===== config.mk =====
export PLATFORM = sky130hd
export DESIGN_NAME = waveform_analyzer
export DESIGN_NICKNAME = d
export VERILOG_FILES = /design/src/rtl/waveform_analyzer.sv
export SDC_FILE = /design/constraint.sdc
export NUM_CORES = 1
export LEC_CHECK = 0
export BUFFER_PORTS_ARGS = -buffer_cell sky130_fd_sc_hd__buf_4
export CAP_MARGIN = 20
export CORE_ASPECT_RATIO = 1.25
export CORE_MARGIN = 1
export CORE_UTILIZATION = 25
export CTS_BUF_LIST = sky130_fd_sc_hd__clkbuf_4 sky130_fd_sc_hd__clkbuf_8 sky130_fd_sc_hd__clkbuf_16
export DETAILED_ROUTE_END_ITERATION = 10
export PLACE_DENSITY = 0.43
export SETUP_SLACK_MARGIN = 0.02
export SLEW_MARGIN = 20
export SYNTH_ARGS = -nofsm -noshare
export SYNTH_HDL_FRONTEND = slang
export SYNTH_SLANG_ARGS = --single-unit
export TNS_END_PERCENT = 10

===== constraint.sdc =====
create_clock -name clk -period 2.4 [get_ports clk]
set_input_delay 0.48 -clock clk [delete_from_list [all_inputs] [get_ports clk]]
set_output_delay 0.48 -clock clk [all_outputs]
set_load 0.01 [all_outputs]

===== src/rtl/waveform_analyzer.sv =====
// waveform_analyzer
//   Receive-side measurement block for an unsigned sample stream. Detects
//   rising mid-level crossings with hysteresis, counts accepted samples
//   between consecutive crossings and tracks min/max over each interval.
//
// Ports
//   clk           system clock, rising edge
//   rst           asynchronous active-low reset
//   sample_valid  sample qualifier; a sample is accepted on an edge where it is 1
//   sample        unsigned waveform sample
//   meas_valid    one-cycle pulse: a new measurement is on the outputs
//   period        accepted samples between consecutive rising events
//   min_val       minimum over the measured interval
//   max_val       maximum over the measured interval
//   amplitude     max_val - min_val
//   timeout       level; set on period counter saturation, cleared by the
//                 next meas_valid
module waveform_analyzer #(
  parameter int DATA_W = 8,
  parameter int CNT_W  = 16,
  parameter int MID    = 128,
  parameter int HYST   = 4
) (
  input  logic              clk,
  input  logic              rst,
  input  logic              sample_valid,
  input  logic [DATA_W-1:0] sample,
  output logic              meas_valid,
  output logic [CNT_W-1:0]  period,
  output logic [DATA_W-1:0] min_val,
  output logic [DATA_W-1:0] max_val,
  output logic [DATA_W-1:0] amplitude,
  output logic              timeout
);

  localparam logic [DATA_W-1:0] ARM_LVL  = DATA_W'(MID - HYST);
  localparam logic [DATA_W-1:0] FIRE_LVL = DATA_W'(MID + HYST);

  typedef enum logic {ACQUIRE, MEASURE} state_t;

  state_t              state_q, state_d;
  logic                armed_q, armed_d;
  logic [CNT_W-1:0]    cnt_q, cnt_d;
  logic [DATA_W-1:0]   run_min_q, run_min_d;
  logic [DATA_W-1:0]   run_max_q, run_max_d;
  logic                meas_valid_q, meas_valid_d;
  logic [CNT_W-1:0]    period_q, period_d;
  logic [DATA_W-1:0]   min_val_q, min_val_d;
  logic [DATA_W-1:0]   max_val_q, max_val_d;
  logic [DATA_W-1:0]   amplitude_q, amplitude_d;
  logic                timeout_q, timeout_d;

  // Band classification of the incoming sample; the band between the two
  // levels leaves the arm state untouched.
  logic below, above, rise, cnt_full, saturate;

  assign below    = sample < ARM_LVL;
  assign above    = sample >= FIRE_LVL;
  assign rise     = sample_valid && armed_q && above;
  assign cnt_full = (cnt_q == {CNT_W{1'b1}});
  assign saturate = sample_valid && (state_q == MEASURE) && !rise && cnt_full;

  // State register
  // NOTE: sequential state uses non-blocking assignments so every register
  // samples the pre-edge values of its neighbours.
  always_ff @(posedge clk or negedge rst) begin
    if (!rst) state_q <= ACQUIRE;
    else      state_q <= state_d;
  end

  // Next-state logic
  // NOTE: every combinational output gets a default first so no latch is
  // inferred on paths that do not assign it.
  always_comb begin
    state_d = state_q;
    case (state_q)
      ACQUIRE: if (rise)     state_d = MEASURE;
      MEASURE: if (saturate) state_d = ACQUIRE;
      default:               state_d = ACQUIRE;
    endcase
  end

  // Datapath / output next-values
  always_comb begin
    armed_d      = armed_q;
    cnt_d        = cnt_q;
    run_min_d    = run_min_q;
    run_max_d    = run_max_q;
    meas_valid_d = 1'b0;
    period_d     = period_q;
    min_val_d    = min_val_q;
    max_val_d    = max_val_q;
    amplitude_d  = amplitude_q;
    timeout_d    = timeout_q;

    if (sample_valid) begin
      // A single sample can only satisfy one of below/above, so it can never
      // both arm and fire.
      if (rise)       armed_d = 1'b0;
      else if (below) armed_d = 1'b1;

      if (rise) begin
        if (state_q == MEASURE) begin
          // Interval is [previous event, this event): the event sample itself
          // starts the next interval rather than closing this one.
          meas_valid_d = 1'b1;
          period_d     = cnt_q;
          min_val_d    = run_min_q;
          max_val_d    = run_max_q;
          amplitude_d  = run_max_q - run_min_q;
          timeout_d    = 1'b0;
        end
        cnt_d     = CNT_W'(1);
        run_min_d = sample;
        run_max_d = sample;
      end else if (state_q == MEASURE) begin
        if (cnt_full) begin
          // Interval too long to measure: abandon it and re-acquire from a
          // fresh arm; the last good measurement stays on the outputs.
          timeout_d = 1'b1;
          cnt_d     = '0;
          armed_d   = 1'b0;
        end else begin
          cnt_d = cnt_q + CNT_W'(1);
          if (sample < run_min_q) run_min_d = sample;
          if (sample > run_max_q) run_max_d = sample;
        end
      end
    end
  end

  always_ff @(posedge clk or negedge rst) begin
    if (!rst) begin
      armed_q      <= 1'b0;
      cnt_q        <= '0;
      run_min_q    <= {DATA_W{1'b1}};
      run_max_q    <= '0;
      meas_valid_q <= 1'b0;
      period_q     <= '0;
      min_val_q    <= '0;
      max_val_q    <= '0;
      amplitude_q  <= '0;
      timeout_q    <= 1'b0;
    end else begin
      armed_q      <= armed_d;
      cnt_q        <= cnt_d;
      run_min_q    <= run_min_d;
      run_max_q    <= run_max_d;
      meas_valid_q <= meas_valid_d;
      period_q     <= period_d;
      min_val_q    <= min_val_d;
      max_val_q    <= max_val_d;
      amplitude_q  <= amplitude_d;
      timeout_q    <= timeout_d;
    end
  end

  assign meas_valid = meas_valid_q;
  assign period     = period_q;
  assign min_val    = min_val_q;
  assign max_val    = max_val_q;
  assign amplitude  = amplitude_q;
  assign timeout    = timeout_q;

endmodule

==> results of run 1 <==
-- cell type report --
class	count	area, um2
sequential	76	1910
timing repair buffer	73	586
fill	1784	11500
tap	220	275
clock inverter	4	47.5
multi-input combinational	336	2170
clock buffer	12	260
inverter	24	90.1
-- layer usage --
| layer | up-vias | track usage [%] |
|---|---|---|
| li1 | 1803 | - |
| met1 | 1820 | 18.7 |
| met2 | 102 | 26.0 |
| met3 | 22 | 2.94 |
| met4 | 0 | 6.81 |
| met5 | - | 0 |
-- metrics by stage --
step | setup slack, ns | power [mW] | hold WS [ns] | std cells
finish | 0.241 | 6.10 | 0.0412 | 745
global route | 0.0518 | 6.61 | 0.0526 | 745
CTS | 0.230 | 6.20 | 0.0389 | 745
detailed placement | 0.186 | 4.75 | 0.409 | 729
global placement | 0.228 | 4.71 | 0.406 | 729
floorplan | 0.412 | 3.68 | 0.184 | 465
-- layout by cell type (no fill, tap or decap), types with 2 or more instances in the layout --
master	instances
o21a_1	9
dfstp_2	8
nor2_1	28
and3_1	3
clkinv_2	2
nor3_1	7
o311ai_2	6
o21ai_0	44
a221oi_1	7
a31oi_1	3
nand4_1	18
ha_1	23
nor2b_1	2
o41ai_1	4
a211oi_1	4
buf_12	3
inv_1	24
xor2_1	3
buf_4	70
or2_2	2
o31ai_1	5
dfrtp_1	68
o31a_1	2
o2111ai_1	9
a21oi_1	10
nand2_1	78
clkbuf_8	2
a21o_1	4
nand2b_1	5
a311oi_1	2
a22oi_1	7
or3_1	6
nand3_1	23
clkbuf_16	9
-- sequential cells by signal, summed over array words and instances (netlist names) --
signal	flops
run_max_q	8
min_val	8
timeout	1
period	16
amplitude	8
run_min_q	8
cnt_q	16
max_val	8
state_q	1
meas_valid	1
armed_q	1
-- worst min path at each step --
| stage | from | to | cells past startpoint |
|---|---|---|---|
| 2_1_floorplan | rst | amplitude[0] | 0 |
| 3_3_place_gp | rst | period[9] | 1 |
| 3_5_place_dp | rst | period[9] | 1 |
| 4_1_cts | rst | period[9] | 1 |
| 5_1_grt | rst | meas_valid | 1 |
| 6_report | rst | period[8] | 1 |
-- Yosys cell counts, drive strengths merged, types with 3 or more instances --
master,instances
a22oi,7
clkbuf,11
xor2,3
a211oi,4
nand3,25
o2111ai,9
o21ai,44
inv,24
a21o,4
o21a,9
nor4,3
a21oi,11
dfstp,8
or3,7
nand4,18
o31ai,6
a221oi,7
o311ai,7
nor3,8
o41ai,4
a31oi,3
and3,3
nor2,28
buf,18
ha,23
nand2,78
nand2b,5
dfrtp,68
-- logic make-up after synthesis --
family / Yosys count
and+or+nand+nor: 182
AOI/OAI and AO/OA: 126
DFF: 76
buffers and inverters: 53
adders and majority gates: 24
xor gates and xnor gates: 4
-- where the power goes --
| part | switching, mW | internal (mW) |
|---|---|---|
| Clock | 0.543 | 0.870 |
| Combinational | 1.46 | 1.20 |
| Sequential | 0.294 | 1.73 |
-- critical path, delay by kind of cell, from the launching register on --
family,cells,cell delay (ns)
AOI/OAI and AO/OA,1,0.08
adders and majority gates,1,0.23
buffers and inverters,1,0.24
DFF,1,0.41
and+or+nand+nor,4,1.07
==> reports/metrics.json, run 1 <==
{
  "number_of_max_cap_violations": {"value": 0},
  "synth-warning-count": {"value": 0},
  "tritoncts": {"value": "done"},
  "clk_path_buf_depth": {"value": 2},
  "dieArea": {"value": 17800, "unit": "um2"},
  "syn_nets": {"value": 500},
  "final_min_period_over_clock_period": {"value": 89.9, "unit": "%"},
  "status": {"value": "complete, no violations"},
  "critical_path_peak_fanout": {"value": 10},
  "cts-hold-fix-buffers": {"value": 0},
  "critical_path.startpoint_type": {"value": "flip-flop"},
  "synth.yosys.seq_area_share": {"value": 44.4, "unit": "%"},
  "critPathMaxStageDelay": {"value": 0.42, "unit": "ns"},
  "place.gp.congestion": {"value": 0.825},
  "worst-endpoint-arrival": {"value": 2.38, "unit": "ns"},
  "grt_start_max_net_pins": {"value": 49},
  "rr_worst_depth": {"value": 7},
  "detail_route.drc_violations": {"value": 0},
  "syn_inst": {"value": 465},
  "grt_pass1_wl": {"value": 20900, "unit": "um"},
  "synth-edff-count": {"value": 0},
  "m1WireLength": {"value": 5150, "unit": "um"},
  "clkSlewWorstSetupHoldPaths": {"value": 0.06, "unit": "ns"},
  "synth_largest_area_cell": {"value": "dfrtp_1"},
  "fraction_of_the_mapped_netlist_area_in_simple_logic_gates": {"value": 20.6, "unit": "%"},
  "max-vdd-ir-drop": {"value": 0.415, "unit": "mV"},
  "setup.worst_path.end": {"value": "cnt_q[15]"},
  "antennaDiodeCount": {"value": 0},
  "regToRegSetupSlack": {"value": 0.24, "unit": "ns"},
  "h_tree_levels": {"value": 3},
  "fin_tns_setup": {"value": 0, "unit": "ns"},
  "syn-cell-area": {"value": 4310, "unit": "um2"},
  "power_density": {"value": 1140, "unit": "nW/um2"},
  "synth-seq-cells": {"value": 76},
  "top_signal_layer_used": {"value": "met4"},
  "ant_nets": {"value": 0},
  "routed_wl": {"value": 12700, "unit": "um"},
  "clock_insertion_delay_worst_skew": {"value": 0.34, "unit": "ns"},
  "timing_limited_maximum_frequency": {"value": 463, "unit": "MHz"},
  "floorplan.die.height": {"value": 149, "unit": "um"},
  "cts_inserted_buffers": {"value": 9},
  "crit_top_cell": {"value": "or3_1"},
  "skew": {"value": 0.00609, "unit": "ns"},
  "layout_nets": {"value": 555},
  "numClockSinks": {"value": 76},
  "crit-reg2reg-launch": {"value": "cnt_q[0]"},
  "routed-wl-met2": {"value": 6510, "unit": "um"},
  "synth.distinct_cells": {"value": 57},
  "avgViaCountPerCell": {"value": 5.03},
  "grt_use_total": {"value": 15.3, "unit": "%"},
  "cts_resized": {"value": 0},
  "overflow": {"value": 0},
  "post_route_cells_drive_above_1_share": {"value": 22.1, "unit": "%"},
  "io_pins": {"value": 53},
  "numPortBuffers": {"value": 52},
  "setup_repair_after_global_routing_missed_its_margin": {"value": "no"},
  "worst_path_max_delay_cell": {"value": "nor4_1"},
  "met3_wirelength": {"value": 567, "unit": "um"},
  "worst_ep_required_time": {"value": 2.62, "unit": "ns"},
  "yosys.area.top_type_share": {"value": 39.5, "unit": "%"},
  "final-hold-violation-count": {"value": 0},
  "drt_first_iter_violations": {"value": 304},
  "crit_path_end_kind": {"value": "flip-flop"},
  "die_x": {"value": 119, "unit": "um"},
  "worst_pin_slew": {"value": 0.594, "unit": "ns"},
  "dr.pass1.iters": {"value": 4},
  "synth_top_family_by_area": {"value": "compound AO/OA/AOI/OAI gates"},
  "synth-compound-area-share": {"value": 21.6, "unit": "%"},
  "placeableCoreArea": {"value": 16800, "unit": "um2"},
  "vias": {"value": 3747},
  "synthMuxAreaShare": {"value": 0, "unit": "%"},
  "synth_adder_area_share": {"value": 7.14, "unit": "%"},
  "postCtsSetupRepairBufs": {"value": 0},
  "start_util": {"value": 25.6, "unit": "%"},
  "utilization": {"value": 31.7, "unit": "%"},
  "ys_async_sr_fraction": {"value": 100, "unit": "%"},
  "synthFlopType": {"value": "dfrtp_1"},
  "fp-row-count": {"value": 53},
  "path_cells": {"value": "ha_1 -> nand3_2 -> nor4_1 -> buf_4 -> or3_1 -> or3_1 -> o21ai_0"},
  "post_synth_xor_area_fraction": {"value": 0.813, "unit": "%"},
  "final-max-slew-violation-count": {"value": 0},
  "grt_pass1_vias": {"value": 3733},
  "holdCritPathClass": {"value": "input pin to async pin"},
  "synthTopCellsByArea": {"value": "dfrtp_1, nand2_1, ha_1"},
  "post_placement_cell_area": {"value": 5030, "unit": "um2"},
  "syn_avg_cell_area": {"value": 9.27, "unit": "um2"},
  "path_class": {"value": "flip-flop to flip-flop"},
  "max_slew_margin": {"value": 60.3, "unit": "%"},
  "critical_path.startpoint": {"value": "cnt_q[0]"},
  "routed_length_per_instance": {"value": 17.0, "unit": "um"},
  "timing.final.setup_violations": {"value": 0},
  "layout_min_cycle_time": {"value": 2.16, "unit": "ns"},
  "area_delta_synth_final": {"value": 23.9, "unit": "%"},
  "place_hpwl": {"value": 9200, "unit": "um"},
  "cts_root_buffer": {"value": "clkbuf_16"},
  "final_design_area_no_fill": {"value": 5340, "unit": "um2"},
  "cellLeakagePower": {"value": 2.42, "unit": "nW"},
  "number_of_antenna_violations_at_the_first_check_in_global_routing": {"value": 0},
  "timing.rr.end": {"value": "cnt_q[15]"}
}
Power figures use the tool's default switching activity.
==> inputs of run 2 (changes only) <==
Settings changed: GPL_ROUTABILITY_DRIVEN set to 0, HOLD_SLACK_MARGIN set to 0.05, PLACE_DENSITY 0.43 to 0.44.
Clock period 2.4 ns to 1.8 ns, I/O delays scaled along.
==> run 2 against run 1 <==
First-iteration DRC count down 27%. Sequential cell count unchanged. Highest routed layer unchanged. Critical endpoint is now amplitude[6]. Routed wire length increased by 5.6%. Via count is 8.5% higher. Sequential power up 32%. Critical path type unchanged. The run now ends with setup timing left. Clock skew grew 0.0017 ns.
==> reports/metrics.json, run 2 (synthesis gave the netlist of run 1 again) <==
{
  "status": {"value": "finished, violations left"},
  "failed_checks": {"value": "setup timing"},
  "final-hold-violation-count": {"value": 0},
  "grt_pass1_vias": {"value": 4162},
  "switching_share": {"value": 37.4, "unit": "%"},
  "floorplan.die.height": {"value": 149, "unit": "um"},
  "clkSlewWorstSetupHoldPaths": {"value": 0.06, "unit": "ns"},
  "internal-power": {"value": 5.77, "unit": "mW"},
  "number_of_antenna_violations_at_the_first_check_in_global_routing": {"value": 0},
  "grt_use_total": {"value": 15.7, "unit": "%"},
  "fp-row-count": {"value": 53},
  "layout_min_cycle_time": {"value": 1.89, "unit": "ns"},
  "grt_start_max_net_pins": {"value": 36},
  "tritoncts": {"value": "done"},
  "rr_worst_depth": {"value": 7},
  "dieArea": {"value": 17800, "unit": "um2"},
  "h_tree_levels": {"value": 3},
  "crit_path_end_kind": {"value": "flip-flop"},
  "clock_insertion_delay_worst_skew": {"value": 0.34, "unit": "ns"},
  "drt_first_iter_violations": {"value": 223},
  "postLayoutSetupSlackWorst": {"value": -0.0901, "unit": "ns"},
  "io_pins": {"value": 53},
  "start_util": {"value": 25.6, "unit": "%"},
  "setup.worst_path.end": {"value": "amplitude[6]"},
  "skew": {"value": 0.00776, "unit": "ns"},
  "regToRegSetupSlack": {"value": -0.09, "unit": "ns"},
  "setup_repair_after_global_routing_missed_its_margin": {"value": "yes"},
  "pwr-share-seq": {"value": 29.1, "unit": "%"},
  "worst-endpoint-arrival": {"value": 2.14, "unit": "ns"},
  "final_min_period_over_clock_period": {"value": 105, "unit": "%"},
  "antennaDiodeCount": {"value": 0},
  "timing.final.setup_violations": {"value": 11},
  "number_of_max_cap_violations": {"value": 0},
  "timing.rr.end": {"value": "amplitude[6]"},
  "utilization": {"value": 36.7, "unit": "%"},
  "path_class": {"value": "flip-flop to flip-flop"},
  "detail_route.drc_violations": {"value": 0},
  "routed_wl": {"value": 13400, "unit": "um"},
  "timing_limited_maximum_frequency": {"value": 529, "unit": "MHz"},
  "cts_inserted_buffers": {"value": 9},
  "finalHoldWorstSlack": {"value": 0.380, "unit": "ns"},
  "vias": {"value": 4065},
  "grt_pass1_wl": {"value": 21600, "unit": "um"},
  "cellLeakagePower": {"value": 2.84, "unit": "nW"},
  "place_hpwl": {"value": 9950, "unit": "um"},
  "holdCritPathClass": {"value": "input pin to flip-flop"},
  "ant_nets": {"value": 0},
  "avgViaCountPerCell": {"value": 4.91},
  "worst_ep_required_time": {"value": 2.05, "unit": "ns"},
  "placeableCoreArea": {"value": 16800, "unit": "um2"},
  "critical_path.startpoint": {"value": "run_min_q[2]"},
  "overflow": {"value": 0},
  "critical_path.startpoint_type": {"value": "flip-flop"},
  "numPortBuffers": {"value": 52},
  "dr.pass1.iters": {"value": 4},
  "crit-reg2reg-launch": {"value": "run_min_q[2]"},
  "cts_root_buffer": {"value": "clkbuf_16"},
  "dpl.cell_count": {"value": 803},
  "power.total": {"value": 9.22, "unit": "mW"},
  "max-vdd-ir-drop": {"value": 0.646, "unit": "mV"},
  "stdcell_count": {"value": 828},
  "numClockSinks": {"value": 76},
  "routed_length_per_instance": {"value": 16.1, "unit": "um"},
  "layout.cells.most_common": {"value": "buf_4"},
  "area_delta_synth_final": {"value": 43.4, "unit": "%"},
  "min-delay-start": {"value": "sample[2]"},
  "power_density": {"value": 1490, "unit": "nW/um2"},
  "clk_path_buf_depth": {"value": 2},
  "max_slew_margin": {"value": 67.3, "unit": "%"},
  "power.switching": {"value": 3.45, "unit": "mW"},
  "worst_pin_slew": {"value": 0.490, "unit": "ns"},
  "layout_nets": {"value": 638},
  "post_route_cells_drive_above_1_share": {"value": 38.2, "unit": "%"},
  "die_x": {"value": 119, "unit": "um"},
  "layout_common_cells": {"value": "buf_4, nand2_1, dfrtp_1"},
  "final-max-slew-violation-count": {"value": 0},
  "p_clk_share": {"value": 18.4, "unit": "%"},
  "critical_path_peak_fanout": {"value": 3},
  "num-fill-cells": {"value": 1753},
  "combinationalPowerShare": {"value": 52.5, "unit": "%"}
}
==> run 2: cell count changes in the layout (fill, tap and decap cells not counted), sizes merged <==
| cell | before | now |
|---|---|---|
| buf | 73 | 154 |
| bufinv | 1 | 0 |
| clkbuf | 12 | 11 |
| clkinv | 2 | 3 |
| clkinvlp | 1 | 2 |
| dlygate4sd3 | 0 | 1 |
| or3 | 7 | 8 |
==> run 2: worst min path at each step <==
stage | endpoint | depth (start not counted)
CTS | run_max_q[2] | 3
finish | run_max_q[2] | 3
global route | armed_q | 3
detailed placement | meas_valid | 1
floorplan | amplitude[0] | 0
global placement | meas_valid | 1
==> run 2: stage by stage <==
step	cell area, um2	setup TNS, ns	worst slack (ns)
floorplan	4340	-1.02	-0.121
global placement	5590	-5.54	-0.214
detailed placement	5590	-6.59	-0.227
CTS	5980	-0.848	-0.0950
global route	6180	-2.24	-0.172
finish	6180	-0.644	-0.0901
==> run 2: area by class of cell <==
type | count | area, um2 | share of cell area (%)
multi-input cells | 337 | 2410 | 39.0
flip-flops and latches | 76 | 1910 | 31.0
repair buffers | 155 | 1210 | 19.7
well taps | 220 | 275 | 4.45
clock buffers | 11 | 240 | 3.89
inverters | 24 | 95.1 | 1.54
clock inverters | 5 | 30.0 | 0.486
==> run 2: metal layers <==
layer | global-route usage, % | vias to the layer above | part of all wire [%] | routed length [um]
met5 | 0 | - | 0 | 0
met4 | 7.81 | 0 | 2.6 | 349
met3 | 2.26 | 23 | 2.7 | 358
met2 | 28.4 | 101 | 53 | 7110
met1 | 18.0 | 1963 | 42 | 5550
li1 | - | 1978 | - | -
==> run 2: timing repair <==
| action | CTS | global route |
|---|---|---|
| endpoints found under the hold margin | 21 | 0 |
| gates resized for setup | 24 | 28 |
| setup endpoints to repair | 35 | 36 |
| pin swaps | 1 | 6 |
| setup buffers | 0 | 7 |
| gates cloned | 1 | 0 |
| hold buffers | 1 | 0 |
==> run 2: power by group through the flow <==
stage	clock [mW]	combinational (mW)	sequential, mW
2_1_floorplan	0	2.20	2.78
3_3_place_gp	0	4.34	2.68
3_5_place_dp	0	4.40	2.70
4_1_cts	1.75	4.60	2.69
5_1_grt	1.81	5.38	2.75
6_report	1.70	4.84	2.68
==> run 2: critical path: stages, from the launching register on <==
cell     delay (ns)
dfstp_2        0.56
inv_4          0.06
ha_4           0.23
nor2b_2        0.15
o31a_1         0.27
o21a_1         0.19
o21a_1         0.17
o31ai_1        0.17
==> inputs of run 3 (changes only) <==
Settings changed: BUFFER_PORTS_ARGS -buffer_cell sky130_fd_sc_hd__buf_4 to -buffer_cell sky130_fd_sc_hd__clkbuf_2.
==> run 3 against run 2 <==
The run still ends with setup timing left. Non-clock buffer count up 6. Hold slack improved by 0.050 ns. Global-route usage rose by 0.32 points. Critical path depth is the same. Sequential share of layout area shrank 0.56 points. Design area is 1.8% higher. Die area unchanged. Count of clock-buffer cells in the layout shrank 1. Clock power increased by 25%. Combinational power hardly changed. Sequential power about the same. Sequential cell count is the same.
==> reports/metrics.json, run 3 (synthesis gave the netlist of run 1 again) <==
{
  "timing.final.setup_violations": {"value": 12},
  "final_min_period_over_clock_period": {"value": 111, "unit": "%"},
  "path_class": {"value": "flip-flop to flip-flop"},
  "dpl.cell_count": {"value": 807},
  "clock_insertion_delay_worst_skew": {"value": 0.34, "unit": "ns"},
  "cts_root_buffer": {"value": "clkbuf_16"},
  "layout_common_cells": {"value": "buf_4, nand2_1, dfrtp_1"},
  "number_of_antenna_violations_at_the_first_check_in_global_routing": {"value": 0},
  "fp-row-count": {"value": 53},
  "max-vdd-ir-drop": {"value": 0.651, "unit": "mV"},
  "drt_first_iter_violations": {"value": 256},
  "ant_nets": {"value": 0},
  "tritoncts": {"value": "done"},
  "crit_path_end_kind": {"value": "flip-flop"},
  "cellLeakagePower": {"value": 2.92, "unit": "nW"},
  "rr_worst_depth": {"value": 7},
  "h_tree_levels": {"value": 3},
  "timing.rr.end": {"value": "run_min_q[0]"},
  "power_density": {"value": 1530, "unit": "nW/um2"},
  "overflow": {"value": 0},
  "worst-endpoint-arrival": {"value": 2.24, "unit": "ns"},
  "grt_start_max_net_pins": {"value": 39},
  "antennaDiodeCount": {"value": 0},
  "layout_nets": {"value": 643},
  "start_util": {"value": 25.6, "unit": "%"},
  "worst_ep_required_time": {"value": 2.05, "unit": "ns"},
  "dieArea": {"value": 17800, "unit": "um2"},
  "skew": {"value": 0.00411, "unit": "ns"},
  "internal-power": {"value": 6.04, "unit": "mW"},
  "avgViaCountPerCell": {"value": 4.93},
  "final-max-slew-violation-count": {"value": 0},
  "holdCritPathClass": {"value": "input pin to flip-flop"},
  "numClockSinks": {"value": 76},
  "failed_checks": {"value": "setup timing"},
  "grt_pass1_wl": {"value": 21900, "unit": "um"},
  "worst_hold_path.endpoint": {"value": "timeout"},
  "numPortBuffers": {"value": 52},
  "min-delay-start": {"value": "sample_valid"},
  "regToRegSetupSlack": {"value": -0.19, "unit": "ns"},
  "place_hpwl": {"value": 10100, "unit": "um"},
  "power.switching": {"value": 3.57, "unit": "mW"},
  "placement.setup.worst_slack": {"value": -0.254, "unit": "ns"},
  "setup_repair_after_global_routing_missed_its_margin": {"value": "yes"},
  "crit-reg2reg-launch": {"value": "run_min_q[2]"},
  "p_clk_share": {"value": 22.2, "unit": "%"},
  "switching_share": {"value": 37.2, "unit": "%"},
  "floorplan.die.height": {"value": 149, "unit": "um"},
  "worst_pin_slew": {"value": 0.456, "unit": "ns"},
  "final-hold-violation-count": {"value": 0},
  "grt_use_total": {"value": 16.0, "unit": "%"},
  "combinationalPowerShare": {"value": 50.0, "unit": "%"},
  "post_route_cells_drive_above_1_share": {"value": 40.8, "unit": "%"},
  "routed_length_per_instance": {"value": 16.4, "unit": "um"},
  "placeableCoreArea": {"value": 16800, "unit": "um2"},
  "finalHoldWorstSlack": {"value": 0.429, "unit": "ns"},
  "dr.pass1.iters": {"value": 4},
  "die_x": {"value": 119, "unit": "um"},
  "status": {"value": "finished, violations left"},
  "area_delta_synth_final": {"value": 46.0, "unit": "%"},
  "routed_wl": {"value": 13700, "unit": "um"},
  "grt_pass1_vias": {"value": 4205},
  "critical_path.startpoint_type": {"value": "flip-flop"},
  "clkSlewWorstSetupHoldPaths": {"value": 0.06, "unit": "ns"},
  "pwr-share-seq": {"value": 27.8, "unit": "%"},
  "postLayoutSetupSlackWorst": {"value": -0.191, "unit": "ns"},
  "layout.cells.most_common": {"value": "buf_4"},
  "vias": {"value": 4107},
  "cts_inserted_buffers": {"value": 9},
  "max_slew_margin": {"value": 69.6, "unit": "%"},
  "stdcell_count": {"value": 833},
  "layout_min_cycle_time": {"value": 1.99, "unit": "ns"},
  "timing.hold.worst_path_depth": {"value": 4},
  "fin_tns_setup": {"value": -1.18, "unit": "ns"},
  "detail_route.drc_violations": {"value": 0},
  "timing_limited_maximum_frequency": {"value": 502, "unit": "MHz"},
  "io_pins": {"value": 53},
  "clk_path_buf_depth": {"value": 2},
  "critical_path_peak_fanout": {"value": 8},
  "number_of_max_cap_violations": {"value": 0}
}
-- run 3: changes by cell type in the layout (fill, tap and decap cells not counted), sizes merged --
cell,change
clkbuf,+50
clkinv,-2
inv,+1
clkinvlp,-1
bufinv,+3
buf,-45
or3,-1
-- run 3: worst max-delay path by stage --
stage / startpoint / to / depth (start not counted)
floorplan: run_min_q[6] / run_min_q[4] / 8
global placement: sample[6] / run_max_q[0] / 7
detailed placement: sample[6] / run_max_q[5] / 7
CTS: run_min_q[2] / amplitude[6] / 7
global route: run_min_q[2] / run_min_q[0] / 7
finish: run_min_q[2] / run_min_q[0] / 7
-- run 3: what timing repair did --
action,in CTS,in global routing
hold buffers,1,0
gates resized for setup,29,38
buffers inserted,3,7
endpoints found under the setup margin,33,32
hold endpoints to repair,18,0
pin swaps,10,14
-- run 3: per-layer routing --
layer	vias to the layer above	track usage, %	wire, um
met2	71	28.8	7070
met1	2026	18.5	5900
met3	25	2.71	340
met4	0	7.50	372
met5	-	0	0
li1	1985	-	-
-- run 3: worst max-delay path, stage by stage (launching register included) --
cell and delay, ns:
dfstp_2 0.55, inv_4 0.06, ha_4 0.25, o21a_1 0.13, nor2_2 0.04, o31a_1 0.30
and2_4 0.25, o311ai_4 0.30
-- run 3: power groups by stage --
stage / sequential [mW] / clock, mW / combinational, mW
finish: 2.67 / 2.13 / 4.81
global route: 2.75 / 2.25 / 5.31
CTS: 2.67 / 2.19 / 4.46
detailed placement: 2.66 / 0 / 4.23
global placement: 2.65 / 0 / 4.16
floorplan: 2.78 / 0 / 2.20
-- run 3: metrics by stage --
step	utilization, %	area [um2]	total power [mW]
floorplan	-	4340	4.98
global placement	33.0	5550	6.81
detailed placement	33.0	5550	6.89
CTS	35.9	6050	9.31
global route	37.4	6290	10.3
finish	37.4	6290	9.61
-- run 3: layout make-up --
class                      count  area (um2)
multi-input combinational    336        2500
timing repair buffer         161        1170
inverter                      24        95.1
tap                          220         275
clock inverter                 6         111
sequential                    76        1910
fill                        1752       10600
clock buffer                  10         233
